===== config.mk =====
export PLATFORM = sky130hd
export DESIGN_NAME = sga_serial_frame_rx
export DESIGN_NICKNAME = d
export VERILOG_FILES = /design/src/rtl/sga_serial_frame_rx.sv
export SDC_FILE = /design/constraint.sdc
export NUM_CORES = 1
export LEC_CHECK = 0
export CAP_MARGIN = 20
export CORE_MARGIN = 2
export CORE_UTILIZATION = 35
export DETAILED_ROUTE_END_ITERATION = 6
export PLACE_DENSITY = 0.5
export SYNTH_ARGS = -nofsm -noshare
export SYNTH_HDL_FRONTEND = slang
export SYNTH_SLANG_ARGS = --single-unit

===== constraint.sdc =====
create_clock -name clock -period 2.8 [get_ports clock]
set_input_delay 0.7 -clock clock [delete_from_list [all_inputs] [get_ports clock]]
set_output_delay 0.7 -clock clock [all_outputs]
set_load 0.1 [all_outputs]

===== src/rtl/sga_serial_frame_rx.sv =====
// sga_serial_frame_rx
//   Serial receiver and frame decoder for the Snake Game Arcade serial link.
//   Line format: 7 data bits LSB first, even parity, 2 stop bits, idle high.
//   A frame is five characters: apple, head, state, flags, '#'. Fields are
//   staged character by character and copied to the outputs only when the
//   closing '#' arrives at index 4, so outputs never update partially.
//
//   Build option: define SGA_RX_PARITY_EN to treat a parity mismatch as a
//   character error. Without it the parity bit is sampled and ignored.
//
// Parameters
//   DIV          clock cycles per serial bit
//   SYNC_STAGES  rx synchronizer depth (values below 2 are raised to 2)
//
// Ports
//   clock        system clock, rising edge
//   reset        asynchronous active-low reset
//   rx_serial    serial line, idle high
//   rx_data      last received character
//   rx_valid     one-cycle pulse, rx_data updated
//   apple        apple code of last good frame
//   head         head code of last good frame
//   game_state   main FSM state code of last good frame
//   flags        {comeu_maca, mode, velocity, difficulty} of last good frame
//   frame_valid  one-cycle pulse, fields updated
//   frame_error  one-cycle pulse, frame discarded
//   db_rx_state  receiver FSM state code for the hex display
module sga_serial_frame_rx #(
   parameter int unsigned DIV         = 434,
   parameter int unsigned SYNC_STAGES = 2
) (
   input  logic       clock,
   input  logic       reset,
   input  logic       rx_serial,
   output logic [6:0] rx_data,
   output logic       rx_valid,
   output logic [5:0] apple,
   output logic [5:0] head,
   output logic [5:0] game_state,
   output logic [3:0] flags,
   output logic       frame_valid,
   output logic       frame_error,
   output logic [2:0] db_rx_state
);

   localparam int unsigned   NSYNC     = (SYNC_STAGES < 2) ? 2 : SYNC_STAGES;
   localparam int unsigned   CW        = $clog2(DIV);
   localparam logic [CW-1:0] BIT_LAST  = CW'(DIV - 1);
   localparam logic [CW-1:0] HALF_LAST = CW'(DIV / 2 - 1);
   localparam logic [6:0]    HASH      = 7'h23;

   typedef enum logic [2:0] {
      StIdle   = 3'd0,
      StStart  = 3'd1,
      StData   = 3'd2,
      StParity = 3'd3,
      StStop1  = 3'd4,
      StStop2  = 3'd5,
      StDone   = 3'd6
   } rx_state_e;

   // ---------------------------------------------------------------- input sync
   logic [NSYNC-1:0] sync_q;
   logic [NSYNC-1:0] fill_q;
   logic             rx_s;
   logic             line_ok;

   // fill_q marks when the chain holds real line samples rather than reset ones,
   // so a line held low across reset release is never mistaken for idle.
   always_ff @(posedge clock or negedge reset) begin
      if (!reset) begin
         sync_q <= '1;
         fill_q <= '0;
      end else begin
         sync_q <= {sync_q[NSYNC-2:0], rx_serial};
         fill_q <= {fill_q[NSYNC-2:0], 1'b1};
      end
   end

   assign rx_s    = sync_q[NSYNC-1];
   assign line_ok = fill_q[NSYNC-1];

   // ---------------------------------------------------------------- receiver
   rx_state_e     state_q;
   logic [CW-1:0] cnt_q;
   logic [2:0]    bit_q;
   logic [6:0]    shift_q;
   logic          par_q;
   logic          ferr_q;
   logic          armed_q;

   always_ff @(posedge clock or negedge reset) begin
      if (!reset) begin
         state_q  <= StIdle;
         cnt_q    <= '0;
         bit_q    <= '0;
         shift_q  <= '0;
         par_q    <= 1'b0;
         ferr_q   <= 1'b0;
         armed_q  <= 1'b0;
         rx_data  <= '0;
         rx_valid <= 1'b0;
      end else begin
         rx_valid <= 1'b0;
         cnt_q    <= cnt_q + CW'(1);
         unique case (state_q)
            StIdle: begin
               cnt_q <= '0;
               // A start needs a high sample first; armed_q drops when a start is taken.
               if (line_ok && rx_s) begin
                  armed_q <= 1'b1;
               end else if (armed_q && !rx_s) begin
                  armed_q <= 1'b0;
                  ferr_q  <= 1'b0;
                  bit_q   <= '0;
                  state_q <= StStart;
               end
            end
            StStart: begin
               if (cnt_q == HALF_LAST) begin
                  cnt_q   <= '0;
                  state_q <= rx_s ? StIdle : StData;
               end
            end
            StData: begin
               if (cnt_q == BIT_LAST) begin
                  cnt_q   <= '0;
                  shift_q <= {rx_s, shift_q[6:1]};
                  bit_q   <= bit_q + 3'd1;
                  if (bit_q == 3'd6) begin
                     state_q <= StParity;
                  end
               end
            end
            StParity: begin
               if (cnt_q == BIT_LAST) begin
                  cnt_q   <= '0;
                  par_q   <= rx_s;
                  state_q <= StStop1;
               end
            end
            StStop1: begin
               if (cnt_q == BIT_LAST) begin
                  cnt_q   <= '0;
                  ferr_q  <= ferr_q | ~rx_s;
                  state_q <= StStop2;
               end
            end
            StStop2: begin
               if (cnt_q == BIT_LAST) begin
                  cnt_q   <= '0;
                  ferr_q  <= ferr_q | ~rx_s;
                  state_q <= StDone;
               end
            end
            StDone: begin
               cnt_q    <= '0;
               rx_data  <= shift_q;
               rx_valid <= 1'b1;
               state_q  <= StIdle;
            end
            default: state_q <= StIdle;
         endcase
      end
   end

   assign db_rx_state = state_q;

   // ---------------------------------------------------------------- decoder
   logic       done;
   logic       char_err;
   logic       in_range;
   logic [5:0] code;

   assign done     = (state_q == StDone);
   assign in_range = (shift_q >= 7'h30) && (shift_q <= 7'h6F);
   assign code     = shift_q[5:0] - 6'h30;

`ifdef SGA_RX_PARITY_EN
   // Even parity: ones over data plus parity must be even.
   assign char_err = ferr_q | (^{shift_q, par_q});
`else
   logic unused_par;
   assign unused_par = par_q;
   assign char_err   = ferr_q;
`endif

   logic [2:0] idx_q;
   logic       skip_q;
   logic [5:0] st_apple;
   logic [5:0] st_head;
   logic [5:0] st_state;
   logic [3:0] st_flags;

   always_ff @(posedge clock or negedge reset) begin
      if (!reset) begin
         idx_q       <= '0;
         skip_q      <= 1'b0;
         st_apple    <= '0;
         st_head     <= '0;
         st_state    <= '0;
         st_flags    <= '0;
         apple       <= '0;
         head        <= '0;
         game_state  <= '0;
         flags       <= '0;
         frame_valid <= 1'b0;
         frame_error <= 1'b0;
      end else begin
         frame_valid <= 1'b0;
         frame_error <= 1'b0;
         if (done) begin
            if (char_err) begin
               frame_error <= 1'b1;
               idx_q       <= '0;
            end else if (skip_q) begin
               // Resynchronising after bad content: swallow everything up to '#'.
               if (shift_q == HASH) begin
                  skip_q <= 1'b0;
                  idx_q  <= '0;
               end
            end else if (shift_q == HASH) begin
               idx_q <= '0;
               if (idx_q == 3'd4) begin
                  apple       <= st_apple;
                  head        <= st_head;
                  game_state  <= st_state;
                  flags       <= st_flags;
                  frame_valid <= 1'b1;
               end else begin
                  frame_error <= 1'b1;
               end
            end else if ((idx_q == 3'd4) || !in_range ||
                         ((idx_q == 3'd3) && (shift_q > 7'h3F))) begin
               frame_error <= 1'b1;
               idx_q       <= '0;
               skip_q      <= 1'b1;
            end else begin
               case (idx_q)
                  3'd0:    st_apple <= code;
                  3'd1:    st_head  <= code;
                  3'd2:    st_state <= code;
                  default: st_flags <= code[3:0];
               endcase
               idx_q <= idx_q + 3'd1;
            end
         end
      end
   end

endmodule


==> impl_results.md, run 1 <==
* Final Hold Vio Count at 0
* R2r setup slk at 0.27 ns
* First-pass GRT wire length at 12410 um
* Reg clk slew, reported paths at 0.09 ns
* Cell count after synthesis at 302
* Measured slew at the worst slew-check pin at 0.5555 ns
* Critical path arrival at 2.76 ns
* Clock network power share at 32.7%
* I/O pins at 38
* HPWL Detailed at 4934 um
* # fillers at 996
* Pleak at 2.244 nW
* Sequential area share after synthesis at 57.30%
* XOR/XNOR Fraction of Synth Area at 1.864%
* DR DRC count at 0
* Clock Path Buffers at 2
* Adder-cell share of the synthesized area at 3.993%
* Initial antenna violation count at 0
* Via count at 2373
* Nets@finish at 362
* Critical Path Sink: head[4]$_DFFE_PN0P_
* Grt total ovfl at 0
* Wire per inst at 15.16 um
* CTS H-tree depth at 3
* Clk sinks at 86
* Ranking of synthesized cells by area: dfrtp_1 (56%), mux2_2 (14%), ha_1 (4.0%)
* Crit share post-route at 90.24%
* Tot GR Track Use at 13.85%
* Worst Setup End Kind: register
* Critical path required time at 3.03 ns
* Root Driver: clkbuf_8
* Footprint of the multi-input gates at 1515 um^2
* Reg2reg path depth at 8
* Worst Setup Start Kind: register
* Switching part of the total at 32.08%
* Die area at 11590 um^2
* Final ANT Viol Nets at 0
* Hold_ws at 0.3322 ns
* Post-synth top area share at 55.91%
* Synth Area in Simple Gates at 12.75%
* Die Y-Extent at 107.6 um
* Core footprint at 10370 um^2
* Comb pwr share at 18.2%
* Gr busiest metal: met2
* Vias in the first global route at 2318
* Sequential cell fraction of total power at 49.1%
* Post-route clock skew at 0.01207 ns
* Kind of critical path: reg -> reg
* Register area at 2155 um^2
* Pwr dens at 626.6 nW/um^2
* Share of cells above drive strength 1 at 33.52%
* Largest family of logic cells by synthesized area: multiplexers
* Total CTS buffers at 9
* RSZ-0062 raised after global routing: no
* Grt met1 use at 20.10%
* Post-cts resize count at 0
* Post-Route WL at 7399 um
* Run status: finished, final reports clean
* Internal power component at 0.001889 W
* Grt met3 use at 3.269%
* Fin crit period at 2.527 ns
* Setup bufs post-CTS at 0
* Max Cap Viol at 0
* EDFF count, synth at 0
* Gp weighted congestion at 0.7721
* Final setup vio count at 0
* CTS Hold Bufs at 0
* Final slew viol count at 0
* Starting Density at 36.26%
* Ys Warns at 0
* Synthesized area at 3760 um^2
* Max Clk Rate at 395.8 MHz
* Synth area leader: dfrtp_1
* Die span in x at 107.6 um
* Crit Path Max Fanout at 23
* Largest net degree at the start of global routing at 46
* PortBufs at 37
* Setup_tns at 0 ns
* Mux cell area share after synthesis at 15.67%
* RR Startpoint: shift_q[4]$_DFFE_PN0P_
* Synth Area per Inst at 12.45 um^2
* Yosys cell types at 49
* Tightest Hold Check Type: in -> async
* Flops & latches, synth at 86
* Compound-Gate Fraction of Synth Area at 5.757%
* Met2 Use GR at 20.40%
* Psw at 0.0008924 W
* R2R Path End: head[4]$_DFFE_PN0P_
* DRT iter0 DRCs at 97
* TritonRoute pass-1 iters at 4
* CTS tree: done
* DR vias/cell at 4.863
* Row count at 37
* Ys flop type: dfrtp_1
* Area growth syn-to-layout at 18.07%
* Syn_nets at 317
* Worst-Skew Late Latency at 0.35 ns
* ANT cells at 0
* Max_slew headroom at 62.97%
* Setup crit start: shift_q[4]$_DFFE_PN0P_
* Peak VDD IR at 0.2780 mV
* Ys async rst share at 100.0%
## placed cells by master (no fill, tap or decap), types with 2 or more instances in the layout
cell type,netlist,layout
clkinv_4,0,3
nand3_1,6,6
o41ai_1,3,3
buf_4,2,41
nor2b_1,4,4
nor2_1,14,14
clkbuf_8,0,10
xor2_1,3,3
mux2i_1,6,6
dfstp_2,2,2
inv_1,13,13
a21oi_1,4,4
nand2_1,34,34
nor3_1,6,6
a21o_1,2,2
ha_1,12,12
nand4b_1,4,4
nand4_2,3,3
dfrtp_1,84,84
xnor2_1,5,5
mux2_2,46,46
clkinvlp_4,0,2
o21ai_0,14,14
nand3b_1,2,2
## sequential cells by signal, indices dropped and copies added, names as in the netlist, 2 cells and up
signal	count
cnt_q	9
rx_data	7
shift_q	7
apple	6
game_state	6
head	6
st_apple	6
st_head	6
st_state	6
flags	4
st_flags	4
bit_q	3
db_rx_state	3
idx_q	3
fill_q	2
sync_q	2
## Yosys cell counts (2+ instances only)
cell type	instances
buf_4	2
xnor2_1	5
nand4b_1	4
clkbuf_1	3
buf_1	2
nand3b_1	2
o41ai_1	3
ha_1	12
o21ai_0	14
a21o_1	2
buf_2	2
a21oi_1	4
nor2b_1	4
nor3_1	6
mux2i_1	6
dfrtp_1	84
nand4_2	3
inv_1	13
mux2_2	46
nor3_2	2
xor2_1	3
dfstp_2	2
nand2_1	34
nor2_1	14
nand3_1	6
## layout make-up
| class | instances | area share [%] |
|---|---|---|
| Inverter | 14 | 1.184 |
| Sequential cell | 86 | 48.53 |
| Clock inverter | 6 | 1.607 |
| Tap cell | 136 | 3.833 |
| Timing Repair Buffer | 43 | 7.610 |
| Multi-Input combinational cell | 193 | 34.13 |
| Clock buffer | 10 | 3.100 |
## critical path: stages (launching register included)
cell and delay [ns]:
dfrtp_1 0.44, inv_1 0.23, ha_1 0.25, nand4b_1 0.15, nor3_2 0.31, nand2_1 0.17
nor3_4 0.13, buf_4 0.33, mux2_2 0.38
## logic make-up (layout without fill, tap and decap cells)
group	after synthesis	in the layout
AOI/OAI and AO/OA	32	32
xor gates and xnor gates	8	8
adders and majority gates	12	12
buffers and inverters	23	73
DFF	86	86
muxes	53	53
other	1	1
and+or+nand+nor	87	87
## metrics by stage
step                instances  util, %  power [W]  setup slack [ns]  area (um^2)
finish                    488    42.81   0.002782            0.2732         4439
CTS                       488    42.81   0.002820            0.2874         4439
global placement          472    40.79   0.001898            0.2465         4230
global route              488    42.81   0.002930           0.02853         4439
detailed placement        472    40.79   0.001902            0.2971         4230
floorplan                 302        -   0.001752            0.3632         3760
## power groups by stage
| stage | sequential [W] | combinational (W) | clock (W) |
|---|---|---|---|
| 4_1_cts | 0.00137 | 0.000514 | 0.000940 |
| 3_5_place_dp | 0.00139 | 0.000511 | 0 |
| 3_3_place_gp | 0.00139 | 0.000508 | 0 |
| 2_1_floorplan | 0.00150 | 0.000253 | 0 |
| 5_1_grt | 0.00138 | 0.000561 | 0.000994 |
| 6_report | 0.00137 | 0.000507 | 0.000909 |
## how the worst min path moves through the flow
stage                                 endpoint  cells after the start                 from  slack, ns
after floorplan            fill_q[1]$_DFF_PN0_                      0  fill_q[0]$_DFF_PN0_       0.33
after global placement     fill_q[1]$_DFF_PN0_                      0  fill_q[0]$_DFF_PN0_       0.33
after detailed placement   fill_q[1]$_DFF_PN0_                      0  fill_q[0]$_DFF_PN0_       0.34
after CTS                   rx_valid$_DFF_PN0_                      1                reset       0.35
after global routing       fill_q[1]$_DFF_PN0_                      0  fill_q[0]$_DFF_PN0_       0.36
final                     bit_q[1]$_DFFE_PN0P_                      1                reset       0.33
## metal layers
layer | share of wire, % | vias to the layer above
met5 | 0 | -
met4 | 1.1 | 0
met3 | 3.5 | 5
met2 | 45 | 33
met1 | 51 | 1193
li1 | - | 1142
(Power assumes the default switching activity.)
==> run 2: changes to the inputs <==
- CTS_BUF_LIST: not set -> sky130_fd_sc_hd__clkbuf_8
==> results of run 2 <==
Final layout, timing and power as in run 1 (identical DEF).
